`src/rtl/mux_pkg.sv`:
```
// mux_pkg -- shared constants and helpers for the registered N:1 mux.
//   MUX_MAX_NCH      : largest supported channel count
//   MUX_DEF_WIDTH    : default data width per channel
//   MUX_DEF_NCH      : default channel count
//   mux_clog2(n)     : ceil(log2(n)), never less than 1 (select needs a bit)
//   occ_e            : output-side occupancy (EMPTY / ONE / FULL)
package mux_pkg;

  localparam int MUX_MAX_NCH   = 16;
  localparam int MUX_DEF_WIDTH = 32;
  localparam int MUX_DEF_NCH   = 4;

  function automatic int mux_clog2(input int n);
    int r;
    r = 0;
    for (int i = 0; i < 32; i++)
      if ((1 << r) < n) r++;
    return (r < 1) ? 1 : r;
  endfunction

  // FULL is only reachable when the skid slot is built.
  typedef enum logic [1:0] {
    OCC_EMPTY = 2'd0,
    OCC_ONE   = 2'd1,
    OCC_FULL  = 2'd2
  } occ_e;

endpackage

```
`src/rtl/mux_reg_slot.sv`:
```
// mux_reg_slot -- one word of storage with load / hold / clear.
//   clk_i : clock
//   rst_i : synchronous active-high reset (clears to zero)
//   clr_i : synchronous clear (flush), same effect as reset
//   ld_i  : load d_i on the rising edge
//   d_i   : word to load
//   q_o   : stored word
module mux_reg_slot #(
  parameter int W = 8
) (
  input  logic         clk_i,
  input  logic         rst_i,
  input  logic         clr_i,
  input  logic         ld_i,
  input  logic [W-1:0] d_i,
  output logic [W-1:0] q_o
);

  logic [W-1:0] q_q;

  always_ff @(posedge clk_i) begin
    if (rst_i || clr_i) q_q <= '0;
    else if (ld_i)      q_q <= d_i;
  end

  assign q_o = q_q;

endmodule

```
`src/rtl/mux_nx1_reg.sv`:
```
// mux_nx1_reg -- N:1 channel mux with a registered, valid/ready output.
// Each accepted word carries {err, sel, data}; an out-of-range select
// yields zero data with err set.
//
// Ports:
//   clk, rst          : clock, synchronous active-high reset
//   d                 : NCH*WIDTH flattened channels, channel i at d[i*WIDTH +: WIDTH]
//   sel               : channel select, sampled on accept
//   in_valid/in_ready : upstream handshake
//   flush             : drop every held word
//   dout/out_sel/out_err/out_valid/out_ready : downstream word + handshake
//
// Build option: define MUX_SKID_EN to add a skid slot. in_ready then comes
// from a register (no out_ready->in_ready path); without it in_ready is
// combinational from out_ready and the block holds at most one word.
module mux_nx1_reg
  import mux_pkg::*;
#(
  parameter  int WIDTH = MUX_DEF_WIDTH,
  parameter  int NCH   = MUX_DEF_NCH,
  localparam int SELW  = mux_clog2(NCH)
) (
  input  logic               clk,
  input  logic               rst,
  input  logic [NCH*WIDTH-1:0] d,
  input  logic [SELW-1:0]    sel,
  input  logic               in_valid,
  output logic               in_ready,
  input  logic               flush,
  output logic [WIDTH-1:0]   dout,
  output logic [SELW-1:0]    out_sel,
  output logic               out_err,
  output logic               out_valid,
  input  logic               out_ready
);

  localparam int WW = WIDTH + SELW + 1;

  occ_e            state_q, state_d;
  logic [WIDTH-1:0] sel_data;
  logic            sel_err;
  logic [WW-1:0]   in_word, out_q, out_din;
  logic            ld_out, accept, xfer;

  // Channel selection; unmatched selects fall through to zero data.
  always_comb begin
    sel_data = '0;
    for (int i = 0; i < NCH; i++)
      if (sel == SELW'(i)) sel_data = d[i*WIDTH +: WIDTH];
  end

  assign sel_err = ({1'b0, sel} >= (SELW+1)'(NCH));
  assign in_word = {sel_err, sel, sel_data};

  assign out_valid = (state_q != OCC_EMPTY);
  assign accept    = in_valid & in_ready;
  assign xfer      = out_valid & out_ready;

`ifdef MUX_SKID_EN
  logic          in_ready_q, ld_skid;
  logic [WW-1:0] skid_q;

  // rst/flush gate the registered ready so neither can let a word in.
  assign in_ready = in_ready_q & ~rst & ~flush;
  // Draining FULL refills the output from the skid slot.
  assign out_din  = (state_q == OCC_FULL) ? skid_q : in_word;

  mux_reg_slot #(.W(WW)) u_skid (
    .clk_i(clk), .rst_i(rst), .clr_i(flush), .ld_i(ld_skid),
    .d_i(in_word), .q_o(skid_q)
  );
`else
  assign in_ready = (~out_valid | out_ready) & ~rst & ~flush;
  assign out_din  = in_word;
`endif

  always_comb begin
    state_d = state_q;
    ld_out  = 1'b0;
`ifdef MUX_SKID_EN
    ld_skid = 1'b0;
`endif
    case (state_q)
      OCC_EMPTY: if (accept) begin ld_out = 1'b1; state_d = OCC_ONE; end
      OCC_ONE: begin
        if (accept && xfer) ld_out = 1'b1;
`ifdef MUX_SKID_EN
        else if (accept) begin ld_skid = 1'b1; state_d = OCC_FULL; end
`endif
        else if (xfer) state_d = OCC_EMPTY;
      end
      OCC_FULL: if (xfer) begin ld_out = 1'b1; state_d = OCC_ONE; end
      default: state_d = OCC_EMPTY;
    endcase
    // accept is already masked by flush through in_ready
    if (flush) state_d = OCC_EMPTY;
  end

  always_ff @(posedge clk) begin
    if (rst) begin
      state_q <= OCC_EMPTY;
`ifdef MUX_SKID_EN
      in_ready_q <= 1'b1;
`endif
    end else begin
      state_q <= state_d;
`ifdef MUX_SKID_EN
      in_ready_q <= (state_d != OCC_FULL);
`endif
    end
  end

  mux_reg_slot #(.W(WW)) u_out (
    .clk_i(clk), .rst_i(rst), .clr_i(flush), .ld_i(ld_out),
    .d_i(out_din), .q_o(out_q)
  );

  assign dout    = out_q[WIDTH-1:0];
  assign out_sel = out_q[WIDTH +: SELW];
  assign out_err = out_q[WW-1];

endmodule

```
`config.mk`:
```
export PLATFORM = sky130hd
export DESIGN_NAME = mux_nx1_reg
export DESIGN_NICKNAME = d
export VERILOG_FILES = /design/src/rtl/mux_pkg.sv /design/src/rtl/mux_reg_slot.sv /design/src/rtl/mux_nx1_reg.sv
export SDC_FILE = /design/constraint.sdc
export NUM_CORES = 1
export LEC_CHECK = 0
export BUFFER_PORTS_ARGS = -buffer_cell sky130_fd_sc_hd__buf_2
export CORE_ASPECT_RATIO = 0.75
export CORE_MARGIN = 8
export CORE_UTILIZATION = 39
export CTS_BUF_LIST = sky130_fd_sc_hd__clkbuf_4
export CTS_CLUSTER_DIAMETER = 50
export DETAILED_ROUTE_END_ITERATION = 7
export GPL_ROUTABILITY_DRIVEN = 0
export GPL_TIMING_DRIVEN = 0
export PLACE_DENSITY_LB_ADDON = 0.08
export SYNTH_ARGS = -nofsm -noshare
export SYNTH_HDL_FRONTEND = slang
export SYNTH_SLANG_ARGS = --single-unit
```
`constraint.sdc`:
```
create_clock -name clk -period 2 [get_ports clk]
set_clock_uncertainty 0.2 [all_clocks]
set_input_delay 0.2 -clock clk [delete_from_list [all_inputs] [get_ports clk]]
set_output_delay 0.2 -clock clk [all_outputs]
set_load 0.05 [all_outputs]
```
==> parameters.txt <==
Parameter                              Value

Critical path
  Critical path origin    flush
  Worst endpoint data arrival time    1.94 ns
  Reg2reg setup slack    0.40 ns
  Crit path largest cell delay    0.72 ns
  Origin of the critical flop-to-flop path    state_q[0]
  CP Data Required Time    2.07 ns
  Master of the slowest instance on the critical path    dlygate4sd3_1
  Startpoint types    input port
  Type of the worst setup path    in -> reg
  Critical path cell sequence    dlygate4sd3_1 > buf_2 > nor2_4 > dlygate4sd3_1 > nand2_1 > o21ai_0
  Crit path max fanout    7
  Endpoint of the lowest-slack register-to-register path    u_out.q_o[13]
  Most frequent cell on the critical path    dlygate4sd3_1
  Worst-case reg-to-reg path depth    6
  Endpoint of the most critical setup path    u_out.q_o[32]
  Endpoint class of the critical path    flip-flop

Floorplanning
  Core Rows    22
  Initial Util    0.407
  Std-Cell Core Area    between 4000 and 5000 um2
  Die X    98.8 um
  Die area    7720 um2
  Overall die height    between 70 and 80 um
  I/O pin count    172

Cells and area
  Non-Filler Instances    382
  Fraction of final layout cells sized beyond drive strength 1    0.693
  Area growth from synthesis to final layout    51.2%
  Number of inserted diodes    0
  Post-layout nets    456
  Final core area utilization    0.616
  Total non-filler cell area in the finished layout    between 3000 and 4000 um2

Routing
  Detailed-routed wire length on met2    between 3000 and 4000 um
  Post-route ant nets    0
  Top routing layer in use    met4
  Routed wire length    6790 um
  Routed metal-1 wire length    2570 um
  Number of vias per cell after detailed routing    5.26
  Post-DR wirelength/cell    17.8 um
  Violation count after the first detailed-route iteration    77
  Via count    roughly 2000
  Number of DRC violations after detailed routing    0
  Metal3 WL    816 um
  First-pass DRT Iterations    4

Place
  Count of port buffers added during placement    168
  Instance area at placement    2930 um2
  Placed insts    371
  Worst Setup Slack post-DPL    0.322 ns
  Detail Placement HPWL    5660 um

Run
  Max-capacitance violation count    0

Synthesis
  Count of state elements after synthesis    35
  Fraction of synthesis flops using an asynchronous set or reset pin    0
  Area share of the largest cell type after synthesis    0.349
  Number of different library cells in the post-synthesis netlist    22
  Most instantiated cells after synthesis    dfxtp_1 (35), mux4_2 (29), a22o_1 (26)
  Leading cell type by number of instances after synthesis    dfxtp_1
  Top cells by area, synth    dfxtp_1 (35%), mux4_2 (33%), a22o_1 (11%)
  Cell type contributing the most total cell area after synthesis    dfxtp_1
  Post-synthesis net count    278
  Syn avg cell area    14.0 um2
  Synthesis warning total    0
  Dominant register cell in the synthesized netlist    dfxtp_1
  Number of enable-type register cells in the synthesized netlist    0
  Synthesized cell area    2010 um2
  Post-synthesis cell count    ~140
  Register area share after synthesis    0.349

Clocking
  TritonCTS clock tree    yes
  CTS sink cnt    35
  CTS buffer count    5
  Setup Buffers After CTS    0
  Later-pin clock latency in the skew report    around 0.33 ns
  Clock Tree Root    clkbuf_4
  CTS Buffer Depth    2
  H-Tree Depth    2
  Clock slew at reported path FFs    0.11 ns
  # resized after CTS    0

Global routing
  GRT Total Usage    0.171
  Antenna violations before repair    0
  Via count of the first global-routing pass    roughly 2200
  Maximum number of pins on one net before global-route repair    12
  Total global routing overflow    0
  Wire length of the first global-routing pass    10600 um

Min path
  Worst hold start    d[23]
  Class of the most critical hold timing path    in -> reg

STA
  Final Slew Violations    0
  Max Clk Rate    between 0.5 and 0.6 GHz
  Final hold violation count    0
  Setup-failing EPs final    0
  Period Utilization, post-route    0.935
  Min cycle time layout    1.87 ns
  RSZ-0062 raised after global routing    no
  Setup WS post-layout    0.131 ns
  Final TNS setup    0 ns

Pwr
  Leakage dissipation    1.50 nW
  Worst ir drop on vdd    0.316 mV
  Power Density    roughly 570 nW/um2

Outcome
  Run status    finished, final reports clean
## critical path, delay by kind of cell
| family | cells | cell delay, ns |
|---|---|---|
| AND/OR/NAND/NOR | 2 | 0.21 |
| AO/OA/AOI/OAI | 1 | 0.13 |
| buffers and inverters | 3 | 1.41 |
## report_power, final
part	internal, W	switching, W	leakage, nW
registers	0.000726	0.0000140	0.285
clock network	0.000257	0.000228	0.0426
logic	0.000261	0.000250	1.18
## through the flow
step	hold slack (ns)	power [W]
2_1_floorplan	0.183	0.00108
3_3_place_gp	0.239	0.00126
3_5_place_dp	0.242	0.00127
4_1_cts	0.0735	0.00176
5_1_grt	0.0660	0.00182
6_report	0.0866	0.00174
## flip-flops by register name, indices dropped and copies added (netlist names)
signal and cells:
u_out.q_o 34, state_q 1
## placed cells by master (no fill, tap or decap)
cell           instances
clkinv_1               1
buf_12                 3
mux4_2                29
o21ai_1                4
clkinv_2               1
nor2b_1                1
and3_1                 1
nor3_2                 1
o21a_1                 1
buf_1                  1
nand2b_1               1
o21ai_0                4
clkbuf_1               1
nand4_1                8
a21boi_4               1
mux4_1                 3
bufinv_16              1
conb_1                 1
nor2_4                 1
dfxtp_1               35
buf_4                  1
buf_6                  4
clkbuf_4               5
nand2_1                8
a22o_1                26
buf_2                176
dlygate4sd3_1          3
## metal layers
layer,global-route usage,vias up
met2,0.292,105
met5,0,-
met4,0.0412,0
met1,0.186,948
met3,0.0890,4
li1,-,951
## cell type report
| class | instances | area, um2 |
|---|---|---|
| tap | 60 | 75.1 |
| clock inverter | 3 | 38.8 |
| clock buffer | 5 | 37.5 |
| fill | 456 | 1890 |
| multi-input combinational | 90 | 1150 |
| timing repair buffer | 171 | 871 |
| sequential | 35 | 701 |
| buffer | 18 | 160 |
## timing repair
action                                 4_1_cts  5_1_grt
endpoints found under the hold margin        8        0
hold buffers                                 3        0
setup endpoints to repair                    0        0
## cells by family after synthesis
logic type             share of synthesized area
AOI/OAI and AO/OA                          0.147
buffers and inverters                     0.0798
and+or+nand+nor                           0.0574
DFF                                        0.349
muxes                                      0.365
other                                    0.00187
## worst min-delay path by stage
stage / end / slack [ns] / cells past startpoint
after floorplan: u_out.q_o[22] / 0.18 / 3
after global routing: u_out.q_o[6] / 0.07 / 3
after global placement: u_out.q_o[28] / 0.24 / 2
final: u_out.q_o[23] / 0.09 / 3
after detailed placement: u_out.q_o[28] / 0.24 / 2
after CTS: u_out.q_o[23] / 0.07 / 3
(Power assumes the default switching activity.)
